===== src/rtl/cpu_pkg.sv =====
// cpu_pkg: shared FSM states, opcode values and ALU operation codes
package cpu_pkg;
  typedef enum logic [2:0] {FETCH, DECODE, EXEC, PC_UPD, HALT} state_t;
  localparam int OP_NOP = 0;
  localparam int OP_LDA = 1;
  localparam int OP_STA = 2;
  localparam int OP_ADD = 3;
  localparam int OP_SUB = 4;
  localparam int OP_JMP = 5;
  localparam int OP_JZ  = 6;
  localparam int OP_JC  = 7;
  localparam int OP_HLT = 15;
  localparam logic [1:0] ALU_PASS = 2'b00;
  localparam logic [1:0] ALU_ADD  = 2'b01;
  localparam logic [1:0] ALU_SUB  = 2'b10;
endpackage


===== src/rtl/bus_timeout.sv =====
// bus_timeout: counts consecutive busy cycles without ack; expired marks the LIMIT-th such cycle
module bus_timeout #(
  parameter int LIMIT = 15
) (
  input  logic clk,
  input  logic reset_n,
  input  logic busy,
  input  logic ack,
  output logic expired
);
  localparam int CW = $clog2(LIMIT + 1);
  logic [CW-1:0] cnt;
  assign expired = busy && !ack && cnt == CW'(LIMIT - 1);
  always_ff @(posedge clk or negedge reset_n)
    if (!reset_n) cnt <= '0;
    else cnt <= (busy && !ack && !expired) ? cnt + 1'b1 : '0;
endmodule


===== src/rtl/cpu_control_unit.sv =====
// cpu_control_unit: multicycle FETCH/DECODE/EXEC/PC_UPD sequencer with memory ack timeout
// Define CPU_CTRL_SINGLE_STEP_EN to add a step input that gates each instruction fetch
module cpu_control_unit
  import cpu_pkg::*;
#(
  parameter int OPC_W       = 4,
  parameter int ACK_TIMEOUT = 15
) (
  input  logic             clk,
  input  logic             reset_n,
`ifdef CPU_CTRL_SINGLE_STEP_EN
  input  logic             step,
`endif
  input  logic [OPC_W-1:0] opcode,
  input  logic             zero_flag,
  input  logic             carry_flag,
  input  logic             mem_ack,
  output logic             mem_req,
  output logic             mem_we,
  output logic             pc_en,
  output logic             pc_load,
  output logic             ir_load,
  output logic             acc_we,
  output logic [1:0]       alu_op,
  output logic             halted,
  output logic             fault
);
  state_t state;
  logic [OPC_W-1:0] op_q;
  logic expired, go, free, ack, is_mem, take;
`ifdef CPU_CTRL_SINGLE_STEP_EN
  assign go   = step;
  assign free = 1'b0;
`else
  assign go   = 1'b1;
  assign free = 1'b1;
`endif
  assign ack = mem_req && mem_ack;
  assign is_mem = opcode == OPC_W'(OP_LDA) || opcode == OPC_W'(OP_STA) ||
                  opcode == OPC_W'(OP_ADD) || opcode == OPC_W'(OP_SUB);
  // flags are read live in PC_UPD so a flag update during EXEC is honoured
  assign take = op_q == OPC_W'(OP_JMP) || (op_q == OPC_W'(OP_JZ) && zero_flag) ||
                (op_q == OPC_W'(OP_JC) && carry_flag);
  assign ir_load = state == FETCH && ack;
  assign acc_we  = state == EXEC && ack && !mem_we;
  assign pc_load = state == PC_UPD && take;
  assign pc_en   = state == PC_UPD && !take;
  assign halted  = state == HALT;
  bus_timeout #(.LIMIT(ACK_TIMEOUT)) u_timeout (
    .clk(clk),
    .reset_n(reset_n),
    .busy(mem_req),
    .ack(mem_ack),
    .expired(expired)
  );
  always_ff @(posedge clk or negedge reset_n)
    if (!reset_n) begin
      state   <= FETCH;
      op_q    <= '0;
      mem_req <= 1'b0;
      mem_we  <= 1'b0;
      alu_op  <= ALU_PASS;
      fault   <= 1'b0;
    end else if (expired) begin
      state   <= HALT;
      mem_req <= 1'b0;
      mem_we  <= 1'b0;
      alu_op  <= ALU_PASS;
      fault   <= 1'b1;
    end else begin
      case (state)
        FETCH:
          if (ack) begin
            state   <= DECODE;
            mem_req <= 1'b0;
          end else if (!mem_req && go) mem_req <= 1'b1;
        DECODE: begin
          op_q    <= opcode;
          state   <= opcode == OPC_W'(OP_HLT) ? HALT : EXEC;
          mem_req <= is_mem;
          mem_we  <= opcode == OPC_W'(OP_STA);
          alu_op  <= opcode == OPC_W'(OP_ADD) ? ALU_ADD :
                     opcode == OPC_W'(OP_SUB) ? ALU_SUB : ALU_PASS;
        end
        EXEC:
          if (!mem_req || mem_ack) begin
            state   <= PC_UPD;
            mem_req <= 1'b0;
            mem_we  <= 1'b0;
            alu_op  <= ALU_PASS;
          end
        PC_UPD: begin
          state   <= FETCH;
          mem_req <= free;
        end
        default: state <= HALT;
      endcase
    end
endmodule


===== config.mk =====
export PLATFORM = sky130hd
export DESIGN_NAME = cpu_control_unit
export DESIGN_NICKNAME = d
export VERILOG_FILES = /design/src/rtl/cpu_pkg.sv /design/src/rtl/bus_timeout.sv /design/src/rtl/cpu_control_unit.sv
export SDC_FILE = /design/constraint.sdc
export NUM_CORES = 1
export LEC_CHECK = 0
export ABC_CLOCK_PERIOD_IN_PS = 2700
export CORE_UTILIZATION = 51
export DETAILED_ROUTE_END_ITERATION = 8
export PLACE_DENSITY = 0.8
export SLEW_MARGIN = 15
export SYNTH_ARGS = -nofsm -noshare
export SYNTH_HDL_FRONTEND = slang
export SYNTH_SLANG_ARGS = --single-unit

===== constraint.sdc =====
create_clock -name clk -period 2.7 [get_ports clk]
set_input_delay 0.81 -clock clk [delete_from_list [all_inputs] [get_ports clk]]
set_output_delay 0.81 -clock clk [all_outputs]
set_load 0.01 [all_outputs]

==> results of run 1 <==
[placed cells by master (no fill, tap or decap), types with 2 or more instances in the layout]
cell / instances
dlygate4sd2_1: 2
nand2_1: 7
buf_4: 3
a21oi_1: 2
nand2b_1: 3
buf_2: 2
nand4_1: 2
nor2_1: 10
inv_1: 3
clkdlybuf4s50_1: 12
nand3_1: 5
nor3_1: 4
mux2_4: 4
dfrtp_1: 16
ha_1: 2
o21ai_0: 7
clkbuf_4: 3
[state kept, by name (all words and copies together) (netlist names)]
signal and cells:
mem_req 1, alu_op 2, fault 1, op_q 4
mem_we 1, state 3, u_timeout.cnt 4
[routing by layer]
metal | track usage | share of wire | vias to the layer above
met2 | 0.3692 | 0.53 | 16
met3 | 0.04310 | 0.033 | 2
met5 | 0 | 0 | -
li1 | - | - | 339
met4 | 0.07500 | 0.0051 | 0
met1 | 0.3036 | 0.43 | 328
[cell type report]
type / instances / area (um2)
fill: 124 / 442.9
timing repair buffer: 21 / 185.2
clock buffer: 4 / 36.28
inverter: 3 / 11.26
sequential: 16 / 400.4
tap: 16 / 20.02
multi-input combinational: 63 / 427.9
[report_power, final]
group / leakage, nW / switching (mW) / internal, mW / total, mW
clock network: 0.0210 / 0.0774 / 0.0820 / 0.159
registers: 0.207 / 0.113 / 0.320 / 0.434
logic: 0.266 / 0.176 / 0.228 / 0.404
total: 0.494 / 0.367 / 0.630 / 0.997
[through the flow]
stage | total power, mW | cells | cell area (um2) | setup TNS (ns) | utilization
after global placement | 0.8111 | 119 | 1047 | -1.494 | 0.6872
after global routing | 1.068 | 123 | 1081 | 0 | 0.7094
after floorplan | 0.6675 | 84 | 833.3 | 0 | -
final | 0.9973 | 123 | 1081 | 0 | 0.7094
after detailed placement | 0.8275 | 119 | 1047 | -1.628 | 0.6872
after CTS | 0.9943 | 123 | 1079 | 0 | 0.7077
[critical path, stage by stage]
cell             delay, ns
clkdlybuf4s15_1       0.18
a21oi_2               0.07
nor4b_2               0.28
buf_4                 0.16
and4_1                0.19
buf_2                 0.13
[logic make-up after synthesis]
logic type / count (synthesis) / synth area share
AND/OR/NAND/NOR: 43 / 0.2973
multiplexers: 4 / 0.07207
flip-flops: 16 / 0.4805
adder cells (fa/ha/maj): 2 / 0.03003
XOR/XNOR: 2 / 0.02102
buffers and inverters: 5 / 0.02401
AO/OA/AOI/OAI: 12 / 0.07508
[worst max path at each step]
stage               startpoint  endpoint  slack [ns]  depth (start not counted)
global route         zero_flag   pc_load       0.007                          6
detailed placement   zero_flag   pc_load       -0.64                          6
CTS                    mem_ack    acc_we        0.01                          4
floorplan            zero_flag   pc_load        0.48                          3
global placement     zero_flag   pc_load       -0.60                          6
finish               zero_flag   pc_load        0.07                          6
[repair_timing]
item                       4_1_cts  5_1_grt
gates resized for setup         14        4
setup endpoints to repair        4        3
pin swaps                        2        1
==> results.txt, run 1 <==
----------------------------------------------------
[Run status]
  Run status ... finished, final reports clean

[CTS]
  TritonCTS Buffers ... 3
  CTS tree ... done
  Clock Root Buffer ... clkbuf_4
  # Post-CTS Setup Buffers ... 0
  Insertion delay to the later sink of the worst-skew pair ... 0.28 ns
  Depth of the CTS H-tree ... 1
  Clock-pin slew on the worst setup and hold paths ... 0.10 ns
  Number of buffers added to fix hold violations after cts ... 0
  Max clock buf depth ... 2
  Total number of clock tree sinks ... 16

[Min path]
  Number of cells on the worst hold path ... 1
  Worst hold start ... u_timeout.cnt[0]
  Hold Crit Class ... flip-flop to flip-flop
  End point of the most critical hold path ... u_timeout.cnt[0]

[Synth]
  Yosys top cell area share ... 0.4805
  Post-synth ARST share ... 1.000
  Synth cell types ... 29
  Mean Syn Cell Area ... 9.920 um2
  Leading cell types by count after synthesis ... 16 x dfrtp_1, 10 x nor2_1, 7 x nand2_1, 7 x o21ai_0, 5 x nand3_1
  Post-Synthesis Net Count ... 95
  EDFF count, synth ... 0
  Cells taking the most area after synthesis ... dfrtp_1 48%, mux2_4 7.2%, nor2_1 4.5%, o21ai_0 4.2%, nand2_1 3.2%
  Post-synthesis register bit count ... 16
  Yosys warning count ... 0
  Top-count cell post-synth ... dfrtp_1
  Dominant cell type by area after synthesis ... dfrtp_1
  Sequential-to-total area share from yosys stat ... 0.4805
  Prevailing post-synth register cell ... dfrtp_1
  Post-synthesis instance area ... 833.3 um2
  Synthesized instance count ... 84

[STA]
  Unrepaired setup endpoints after global routing ... no
  Final number of max-transition violations ... 0
  Final Hold Fails ... 0
  Worst hold margin ... 0.4856 ns
  Minimum setup slack in the final design ... 0.06677 ns
  Relative slew margins ... 0.5393
  Final worst path period need ... 2.633 ns
  Worst Tran Pin Value ... 0.6889 ns
  Crit share post-route ... 0.9753
  Setup violators final ... 0
  Setup clock skew after layout ... 0.001853 ns
  Timing-limited maximum frequency ... 0.3798 GHz

[Worst setup path]
  Endpoint required time on the critical path ... 1.89 ns
  Slack of the worst reg-to-reg path ... 1.21 ns
  Biggest fanout along the worst timing path ... 2
  Capturing element type of the critical path ... primary output
  Number of cells on the worst reg-to-reg path ... 6
  Worst Path Class, Setup ... primary input to primary output
  FF-to-FF Start ... u_timeout.cnt[0]
  Crit path DAT ... 1.82 ns
  FF-to-FF End ... op_q[1]
  Worst setup SP type ... primary input

[Die]
  Initial standard-cell utilization of the core ... 0.5468
  Die Footprint ... 0.001799 mm2
  Core footprint ... 0.001524 mm2
  Die Height ... 42.42 um
  Row count ... 14
  Floorplan die width ... 42.42 um
  Number of I/O pins ... 19

[Placement]
  Pre-CTS worst setup slack ... -0.6435 ns
  HPWL after DPL ... 1267 um
  Placer's final routability congestion estimate ... 0.8042
  Count of buffers inserted at the top-level ports ... 18

[GRT]
  Via count of the first global-routing pass ... 650
  First-pass GRT wire length ... 3036 um
  Pin count of the biggest net entering global routing ... 17
  Number of antenna violations at the first check in global routing ... 0
  Gr ovfl total ... 0
  Total routing resource utilization after global routing ... 0.2269

[Finish]
  Antenna diode instance count ... 0
  Layout cell share with drive strength beyond 1 ... 0.1869
  Area growth from synthesis to final layout ... 29.73%
  Nets ... 119

[Route]
  Count of nets left with antenna violations after detail routing ... 0
  Remaining design rule violation count ... 0
  Number of vias per cell ... 5.569
  TritonRoute pass-1 iters ... 4
  Number of design-rule violations left by the first detailed-router iteration ... 13
  Total wire length after detailed routing ... 1780 um
  Post-detailed-route wirelength per cell ... 14.47 um
  Via count of the routed design ... 685

[Power]
  Ratio of total power to cell area ... 922.5 mW/mm2
  Total leakage power ... 0.4942 nW
  Maximum vdd drop ... 0.0005843 V

[Run]
  Max_cap viols ... 0

----------------------------------------------------
Note: power is estimated with default switching activity, not from simulation.
==> run 2, diff against run 1 <==
--- a/config.mk
+++ b/config.mk
@@ -9,7 +9,7 @@
 export CORE_UTILIZATION = 51
 export DETAILED_ROUTE_END_ITERATION = 8
 export PLACE_DENSITY = 0.8
-export SLEW_MARGIN = 15
+export SLEW_MARGIN = 10
 export SYNTH_ARGS = -nofsm -noshare
 export SYNTH_HDL_FRONTEND = slang
 export SYNTH_SLANG_ARGS = --single-unit
==> results of run 2 <==
Final layout, timing and power as in run 1 (identical DEF).
==> run 3, diff against run 2 <==
--- a/config.mk
+++ b/config.mk
@@ -5,11 +5,11 @@
 export SDC_FILE = /design/constraint.sdc
 export NUM_CORES = 1
 export LEC_CHECK = 0
-export ABC_CLOCK_PERIOD_IN_PS = 2700
-export CORE_UTILIZATION = 51
+export ABC_CLOCK_PERIOD_IN_PS = 2750
+export CORE_UTILIZATION = 48
 export DETAILED_ROUTE_END_ITERATION = 8
-export PLACE_DENSITY = 0.8
-export SLEW_MARGIN = 10
+export PLACE_DENSITY = 0.76
+export SLEW_MARGIN = 20
 export SYNTH_ARGS = -nofsm -noshare
 export SYNTH_HDL_FRONTEND = slang
 export SYNTH_SLANG_ARGS = --single-unit
==> constraint.sdc (replaced) <==
create_clock -name clk -period 2.75 [get_ports clk]
set_input_delay 0.825 -clock clk [delete_from_list [all_inputs] [get_ports clk]]
set_output_delay 0.825 -clock clk [all_outputs]
set_load 0.01 [all_outputs]
==> run 3 against run 2 <==
- clock skew grew 0.0066 ns
- flip-flop and latch count is the same
- sequential power shrank 6.7%
- clock-buffer cell count is the same
- register-to-register slack gained 0.07 ns
- cell count grew 0.81%
- clock power shrank 3%
- wire length shrank 6.2%
- the flow now finishes with violations (design-rule violations)
- critical endpoint is now acc_we
- global-route usage shrank 1.4 points
- largest cell class unchanged
==> results.txt, run 3 (synthesis gave the netlist of run 1 again) <==
----------------------------------------------------
[Finish]
  Footprint of the multi-input gates ... 422.9 um2 (was 427.9 um2)
  Nets ... 120 (was 119)
  Register area ... 400.4 um2 (unchanged)
  Filler-free cell count of the finished design ... 124 (was 123)
  Most frequent cells in the layout ... 16 x dfrtp_1, 12 x clkdlybuf4s50_1, 10 x nor2_1 (unchanged)
  Count of filler cells inserted in the layout ... 121 (was 124)
  Layout cell share with drive strength beyond 1 ... 0.1944 (was 0.1869)
  Fin util ... 0.6942 (was 0.7094)
  Registers with the most flip-flops ... op_q: 4 flops, u_timeout.cnt: 4 flops, state: 3 flops (unchanged)
  Area growth from synthesis to final layout ... 29.88% (was 29.73%)
  Most common cell after layout, fill and taps aside ... dfrtp_1 (unchanged)
  Antenna diode instance count ... 0 (unchanged)

[Min path]
  Hold Crit Class ... flip-flop to flip-flop (unchanged)

[Route]
  Top routing layer used ... met4 (unchanged)
  Count of nets left with antenna violations after detail routing ... 0 (unchanged)
  Routed met2 length ... 787 um (was 943 um)
  TritonRoute pass-1 iters ... 6 (was 4)
  Post-detailed-route wirelength per cell ... 13.46 um (was 14.47 um)
  Via count of the routed design ... 701 (was 685)
  Routed metal-1 wirelength ... 763 um (was 768 um)
  Number of design-rule violations left by the first detailed-router iteration ... 17 (was 13)
  WL met3 ... 95 um (was 58 um)
  Number of vias per cell ... 5.653 (was 5.569)
  Remaining design rule violation count ... 3 (was 0)
  Total wire length after detailed routing ... 1669 um (was 1780 um)

[Die]
  Initial standard-cell utilization of the core ... 0.5345 (was 0.5468)
  Row count ... 14 (unchanged)
  Core footprint ... 0.001559 mm2 (was 0.001524 mm2)
  Die Height ... 43.67 um (was 42.42 um)
  Number of I/O pins ... 19 (unchanged)
  Die Footprint ... 0.001907 mm2 (was 0.001799 mm2)
  Floorplan die width ... 43.67 um (was 42.42 um)

[Worst setup path]
  Slowest CP cell ... clkdlybuf4s50_1 (was nor4b_2)
  Capturing element type of the critical path ... primary output (unchanged)
  Crit path DAT ... 1.81 ns (was 1.82 ns)
  Endpoint required time on the critical path ... 1.93 ns (was 1.89 ns)
  Worst Path Class, Setup ... primary input to primary output (unchanged)
  Biggest fanout along the worst timing path ... 2 (unchanged)
  Worst setup SP type ... primary input (unchanged)
  Cell Chain, Critical Path ... clkdlybuf4s50_1, nand3_1, nor3b_1, clkbuf_2 (was clkdlybuf4s15_1, a21oi_2, nor4b_2, buf_4, and4_1, buf_2)
  Worst path max stage delay ... 0.50 ns (was 0.28 ns)

[STA]
  Timing-limited maximum frequency ... 0.3792 GHz
  Final number of max-transition violations ... 0 (unchanged)
  Setup clock skew after layout ... 0.008444 ns (was 0.001853 ns)
  Unrepaired setup endpoints after global routing ... no (unchanged)
  Crit share post-route ... 0.9590
  Relative slew margins ... 0.5325 (was 0.5393)
  Worst Tran Pin Value ... 0.6991 ns (was 0.6889 ns)
  Final Hold Fails ... 0 (unchanged)
  Setup violators final ... 0 (unchanged)
  Final worst path period need ... 2.637 ns

[CTS]
  Max clock buf depth ... 2 (unchanged)
  Clock Root Buffer ... clkbuf_4 (unchanged)
  TritonCTS Buffers ... 3 (unchanged)
  Depth of the CTS H-tree ... 1 (unchanged)
  Insertion delay to the later sink of the worst-skew pair ... 0.28 ns (about the same)
  Total number of clock tree sinks ... 16 (unchanged)
  CTS tree ... done (unchanged)
  Clock-pin slew on the worst setup and hold paths ... 0.09 ns (was 0.10 ns)
  # Post-CTS Setup Buffers ... 0 (unchanged)
  Number of buffers added to fix hold violations after cts ... 0 (unchanged)

[Run status]
  Violations in the final reports ... design-rule violations
  Run status ... finished with violations (was finished, final reports clean)

[Power]
  Ratio of total power to cell area ... 900.5 mW/mm2 (was 922.5 mW/mm2)
  Total leakage power ... 0.5026 nW (was 0.4942 nW)
  Final Total Pwr ... 974.6 uW (was 997.3 uW)
  Maximum vdd drop ... 0.0004745 V (was 0.0005843 V)

[GRT]
  Pin count of the biggest net entering global routing ... 17 (unchanged)
  Gr ovfl total ... 0 (unchanged)
  Number of antenna violations at the first check in global routing ... 0 (unchanged)
  Total routing resource utilization after global routing ... 0.2128 (was 0.2269)
  First-pass GRT wire length ... 2891 um (was 3036 um)
  Via count of the first global-routing pass ... 667 (was 650)

[Run]
  Max_cap viols ... 0 (unchanged)

[Placement]
  Count of buffers inserted at the top-level ports ... 18 (unchanged)
  HPWL after DPL ... 1266 um (was 1267 um)
  Placer's final routability congestion estimate ... 0.7787 (was 0.8042)
  Placed cells ... 120 (was 119)

----------------------------------------------------
run 3: cell count changes in the layout (fill, tap and decap cells not counted):
cell / delta
dlymetal6s2s_1: +1
buf_4: +1
clkbuf_2: +1
clkdlybuf4s15_1: -1
nor3b_1: +1
nor3b_2: -1
dlygate4sd2_1: -1
run 3: per-stage QoR:
step | cell area [um2] | worst slack, ns | hold WS (ns) | TNS (ns)
global route | 1082 | 0.07013 | 0.5040 | 0
finish | 1082 | 0.1129 | 0.4742 | 0
global placement | 1055 | -0.4714 | 0.4506 | -1.473
CTS | 1090 | 0.004496 | 0.4832 | 0
floorplan | 833.3 | 0.4962 | 0.4520 | 0
detailed placement | 1055 | -0.5233 | 0.4515 | -1.563
run 3: where the power goes:
part | switching [mW] | leakage [nW] | internal [mW]
registers | 0.0903 | 0.207 | 0.315
clock network | 0.0739 | 0.0210 | 0.0805
logic | 0.187 | 0.275 | 0.229
total | 0.351 | 0.503 | 0.624
run 3: layout make-up:
cell class                 count  share of cell area
clock buffer                   4             0.03353
inverter                       3             0.01040
multi-input combinational     63              0.3908
sequential                    16              0.3699
tap                           16             0.01850
timing repair buffer          22              0.1769
run 3: path summary, 6_finish.rpt:
check / slack (ns) / depth (start not counted) / endpoint / start
worst min-delay path: 0.47 / 1 / fault / fault
min in group asynchronous: 0.95 / 1 / op_q[2] / reset_n
max in group asynchronous: 1.35 / 1 / state[1] / reset_n
worst max-delay path: 0.11 / 4 / acc_we / mem_ack
worst max register to register: 1.28 / 6 / op_q[3] / u_timeout.cnt[0]
worst min register to register: 0.47 / 1 / fault / fault
run 3: worst max-delay path, delay by kind of cell:
| family | cells | cell delay, ns |
|---|---|---|
| buffers and inverters | 2 | 0.66 |
| AND/OR/NAND/NOR | 2 | 0.32 |
run 3: routing by layer:
layer / up-vias / global-route usage
li1: 343 / -
met1: 334 / 0.2943
met2: 20 / 0.3254
met3: 4 / 0.02917
met4: 0 / 0.1125
met5: - / 0
run 3: repair_timing:
item | 4_1_cts | 5_1_grt
pin swaps | 2 | 2
gates resized for setup | 15 | 4
endpoints found under the setup margin | 4 | 4
==> patch 1: new RTL, settings of run 2 <==
`OPC_W`: 4 -> 3.
--- a/src/rtl/cpu_control_unit.sv
+++ b/src/rtl/cpu_control_unit.sv
@@ -3,7 +3,7 @@
 module cpu_control_unit
   import cpu_pkg::*;
 #(
-  parameter int OPC_W       = 4,
+  parameter int OPC_W       = 3,
   parameter int ACK_TIMEOUT = 15
 ) (
   input  logic             clk,
Interface: changed (resized opcode); port bits go from 19 to 18. No check against the original RTL was run, so the function may have changed too.
==> patch 1 against run 2 <==
- sequential cell count fell by 1
- total power fell by 18%
- critical path type unchanged
- cell area fell by 6.7%
- worst setup slack got worse by 0.021 ns
- routed wire length fell by 11%
- core utilization rose by 2.9 points
- synthesized area fell by 5.0%
- largest cell class unchanged
- critical endpoint is now ir_load
- register-to-register slack got worse by 0.26 ns
==> patch 1: results (changes against run 2) <==
Global route
  • GR Overflow Total: 0 (unchanged)
  • Vias in the first global route: 618 (-4.9%)
  • Gr usage total: 20.31% (-2.4 points)
  • First-pass GRT wire length: 2.677 mm (-12%)
  • Largest net degree at the start of global routing: 16 (-1)

Cells and area
  • Biggest regs: u_timeout.cnt (4), op_q (3), state (3)
  • FILL cells: 112 (-9.7%)
  • Final cell count without fillers: 116 (-5.7%)
  • Design Area, Final: 1008 µm² (-6.7%)
  • Share of layout cells above drive strength 1: 18.81% (+0.12 points)

Placed design
  • Estimated wirelength of the detail-placed design: 1.185 mm (-6.5%)
  • GPL Wtd Cong: 0.7011 (-13%)
  • Setup Slack @ Placement: -0.3541 ns (+0.2894 ns)
  • Area after DPL: 992.2 µm² (-5.3%)
  • IO Port Bufs: 17 (-1)
  • Cell count after placement: 112 (-5.9%)

Synth
  • Post-synth top cells: 15 x dfrtp_1, 10 x nor2_1, 5 x inv_1, 5 x nand2_1, 5 x nand3_1
  • Cells after synthesis: 79 (-6.0%)
  • Async S/R FF share, synth: 100.0% (unchanged)
  • Adder-cell area share of the yosys netlist: 3.160% (+0.16 points)
  • Post-Synth XOR/XNOR Area: 3.318% (+1.2 points)
  • Register area share after synthesis: 47.39% (-0.65 points)
  • Area contributors post-synth: dfrtp_1 47%, nor2_1 4.7%, mux2_2 4.3%
  • Synth unique cells: 31 (+6.9%)
  • Syn Nets: 89 (-6.3%)
  • Mux contribution to synthesized area: 4.265% (-2.9 points)
  • Post-synthesis compound-gate area fraction: 14.53% (+7.0 points)
  • Synth warn: 0 (unchanged)

Worst setup path
  • CP peak stage delay: 0.48 ns (+0.20 ns)
  • Worst EP arrival: 1.84 ns (+0.02 ns)
  • R2R Path Start: u_timeout.cnt[0]
  • Slowest cell on the critical path: clkdlybuf4s50_1
  • Worst Path Max Fanout: 3 (+1)
  • Delay-heaviest family, CP: buffers and inverters
  • Critical path origin: mem_ack

Min path
  • Hold path depth: 1 (unchanged)
  • Worst hold start: fault

Power
  • Leak Pwr: 0.4373 nW (-12%)
  • VDD IR max: 0.4566 mV (-22%)

Detailed routing
  • WL/cell: 13.63 µm (-5.8%)
  • Drt via density: 5.664 (+1.7%)

Outcome
  • Outcome: finished, final reports clean

STA
  • Slew Limit Headroom: 53.80% (-0.12 points)
  • Setup Skew: 0.003976 ns (+0.002123 ns)
[patch 1: cell types whose count changed after synthesis, moves of 3 or more]
cell,delta
mux2_2,+3
nor3_1,-4
o21ai_0,-4
mux2_4,-4
[patch 1: worst paths after layout]
path,endpoint,slack [ns]
max,ir_load,0.05
min,fault,0.48
max reg2reg,alu_op[0],0.95
min reg2reg,fault,0.48
max in group asynchronous,u_timeout.cnt[0],1.32
min in group asynchronous,state[1],0.94
[patch 1: final cells by class]
type	instances	area share, %
well taps	15	1.861
inverters	5	1.861
clock buffers	4	2.605
flip-flops and latches	15	37.22
repair buffers	19	16.75
multi-input cells	58	39.70
[patch 1: power by group]
part	internal [mW]	total [mW]	leakage, nW	switching, mW
registers	0.290	0.376	0.195	0.0865
logic	0.176	0.309	0.228	0.133
clock network	0.0572	0.128	0.0150	0.0710
[patch 1: what timing repair did]
item / CTS / global route
pin swaps: 1 / 1
endpoints found under the setup margin: 4 / 3
resized for setup: 14 / 2
gates cloned: 0 / 0
[patch 1: logic make-up after synthesis]
logic type,after synthesis
AOI/OAI and AO/OA,15
xor gates and xnor gates,3
adders and majority gates,2
buffers and inverters,6
DFF,15
muxes,3
and+or+nand+nor,35
[patch 1: worst reg2reg max path, cell delays in order (launching register included)]
cell and delay, ns:
dfrtp_1 0.41, inv_1 0.06, ha_1 0.20, and3_1 0.21
and2_4 0.16, or3_4 0.37, o32ai_2 0.25
[patch 1: layer usage]
metal	track usage [%]	vias up	share of wire (%)
li1	-	324	-
met1	26.06	310	45
met2	33.75	21	49
met3	2.609	2	5.1
met4	9.677	0	0.95
met5	0	-	0
==> patch 2: new RTL, config.mk and constraints of run 2 <==
Made on the original files. Make the reset (`reset_n`) synchronous in 2 clocked blocks.
--- a/src/rtl/bus_timeout.sv
+++ b/src/rtl/bus_timeout.sv
@@ -11,7 +11,7 @@
   localparam int CW = $clog2(LIMIT + 1);
   logic [CW-1:0] cnt;
   assign expired = busy && !ack && cnt == CW'(LIMIT - 1);
-  always_ff @(posedge clk or negedge reset_n)
+  always_ff @(posedge clk)
     if (!reset_n) cnt <= '0;
     else cnt <= (busy && !ack && !expired) ? cnt + 1'b1 : '0;
 endmodule
--- a/src/rtl/cpu_control_unit.sv
+++ b/src/rtl/cpu_control_unit.sv
@@ -53,7 +53,7 @@
     .ack(mem_ack),
     .expired(expired)
   );
-  always_ff @(posedge clk or negedge reset_n)
+  always_ff @(posedge clk)
     if (!reset_n) begin
       state   <= FETCH;
       op_q    <= '0;
Function: differs if reset_n is asserted again (counterexample within 4 cycles, from zero or initial values and one cycle with reset_n low); with reset_n held inactive, the same outputs for 10 cycles.
==> patch 2 against run 2 <==
- synthesized area shrank 1.8%
- clock skew increased by 0.0044 ns
- sequential cell count unchanged
- routed wire length shrank 12%
- worst setup slack worse by 0.032 ns
- cell area down 5.1%
- count of clock-buffer cells in the layout unchanged
- via count is 4.1% higher
- worst hold slack got worse by 0.022 ns
Power is not compared: it rests on default switching activity, and its combinational part moved more than twofold at a synthesized area within 25%.
==> patch 2: results (changes against run 2) <==
Cells and area
  • Layout non-clock buf frac: 17.32% (+0.19 points)
  • Sequential cell count: 16 (unchanged)
  • Layout inverter count without the clock tree: 2 (-1)
  • Final cell count without fillers: 125 (+1.6%)
  • Non-clock buffers: 19 (-9.5%)
  • Share of layout cells above drive strength 1: 13.76% (-4.9 points)
  • Comb_multi_in: 68 (+7.9%)
  • Clock buf/inv share: 3.537% (+0.18 points)
  • FILL cells: 132 (+6.5%)
  • Post-layout net count: 121 (+1.7%)
  • Storage cell area: 320.3 µm² (-20%)

Worst setup path
  • Critical path origin: zero_flag
  • R2R Path Start: u_timeout.cnt[0]
  • R2R Setup Slk: 1.36 ns (+0.15 ns)
  • Delay-heaviest family, CP: buffers and inverters
  • CP peak stage delay: 0.45 ns (+0.17 ns)
  • Worst R2R End: state[1]
  • Worst EP arrival: 1.86 ns (+0.04 ns)
  • Slowest cell on the critical path: clkdlybuf4s50_1

Min path
  • Hold path depth: 2 (+1)
  • Hold endpoint: op_q[3]
  • Worst hold start: op_q[3]

Synth
  • Area contributors post-synth: dfxtp_1 39%, mux2i_1 7.3%, nor2_1 4.6%
  • Post-synthesis compound-gate area fraction: 15.60% (+8.1 points)
  • Syn Nets: 101 (+6.3%)
  • Adder-cell area share of the yosys netlist: 3.058% (+0.055 points)
  • Cells after synthesis: 90 (+7.1%)
  • Synth unique cells: 37 (+28%)
  • Post-Synth XOR/XNOR Area: 2.141% (+0.039 points)
  • Register area share after synthesis: 39.14% (-8.9 points)

Placed design
  • Area after DPL: 994.7 µm² (-5.0%)
  • Estimated wirelength of the detail-placed design: 1.219 mm (-3.8%)

Global route
  • First-pass GRT wire length: 2.739 mm (-9.8%)
  • Largest net degree at the start of global routing: 15 (-2)
  • Gr usage total: 20.80% (-1.9 points)

Outcome
  • Outcome: finished, final reports clean

Floorplanning
  • Core Box Area: 1506 µm² (-1.1%)

Detailed routing
  • Via count: 713 (+4.1%)
  • 1st-iter DRT viols: 10 (-3)
  • Final wirelength: 1.564 mm (-12%)

STA
  • Measured slew at the worst slew-check pin: 0.5095 ns (-0.1794 ns)
patch 2: per-stage QoR:
| stage | TNS, ns | setup slack [ns] | power (mW) | hold slack, ns |
|---|---|---|---|---|
| final | 0 | 0.03464 | 0.4915 | 0.4634 |
| after floorplan | 0 | 0.5991 | 0.3106 | 0.4296 |
| after detailed placement | -0.9956 | -0.3576 | 0.3396 | 0.4552 |
| after global placement | -0.8577 | -0.2771 | 0.3374 | 0.4434 |
| after global routing | 0 | 0.002189 | 0.5177 | 0.4856 |
| after CTS | 0 | 0.005554 | 0.4952 | 0.4714 |
patch 2: worst reg2reg max path, stage by stage (launching register included):
cell,delay (ns)
dfxtp_1,0.34
inv_1,0.06
ha_1,0.14
nand3_1,0.14
o21ai_1,0.44
a211oi_1,0.08
patch 2: metal layers:
metal / part of all wire, % / vias to the layer above / track usage, %
met5: 0 / - / 0
met4: 3.1 / 0 / 15.00
met3: 3.4 / 5 / 3.879
met2: 50 / 11 / 33.13
met1: 44 / 335 / 25.00
li1: - / 362 / -
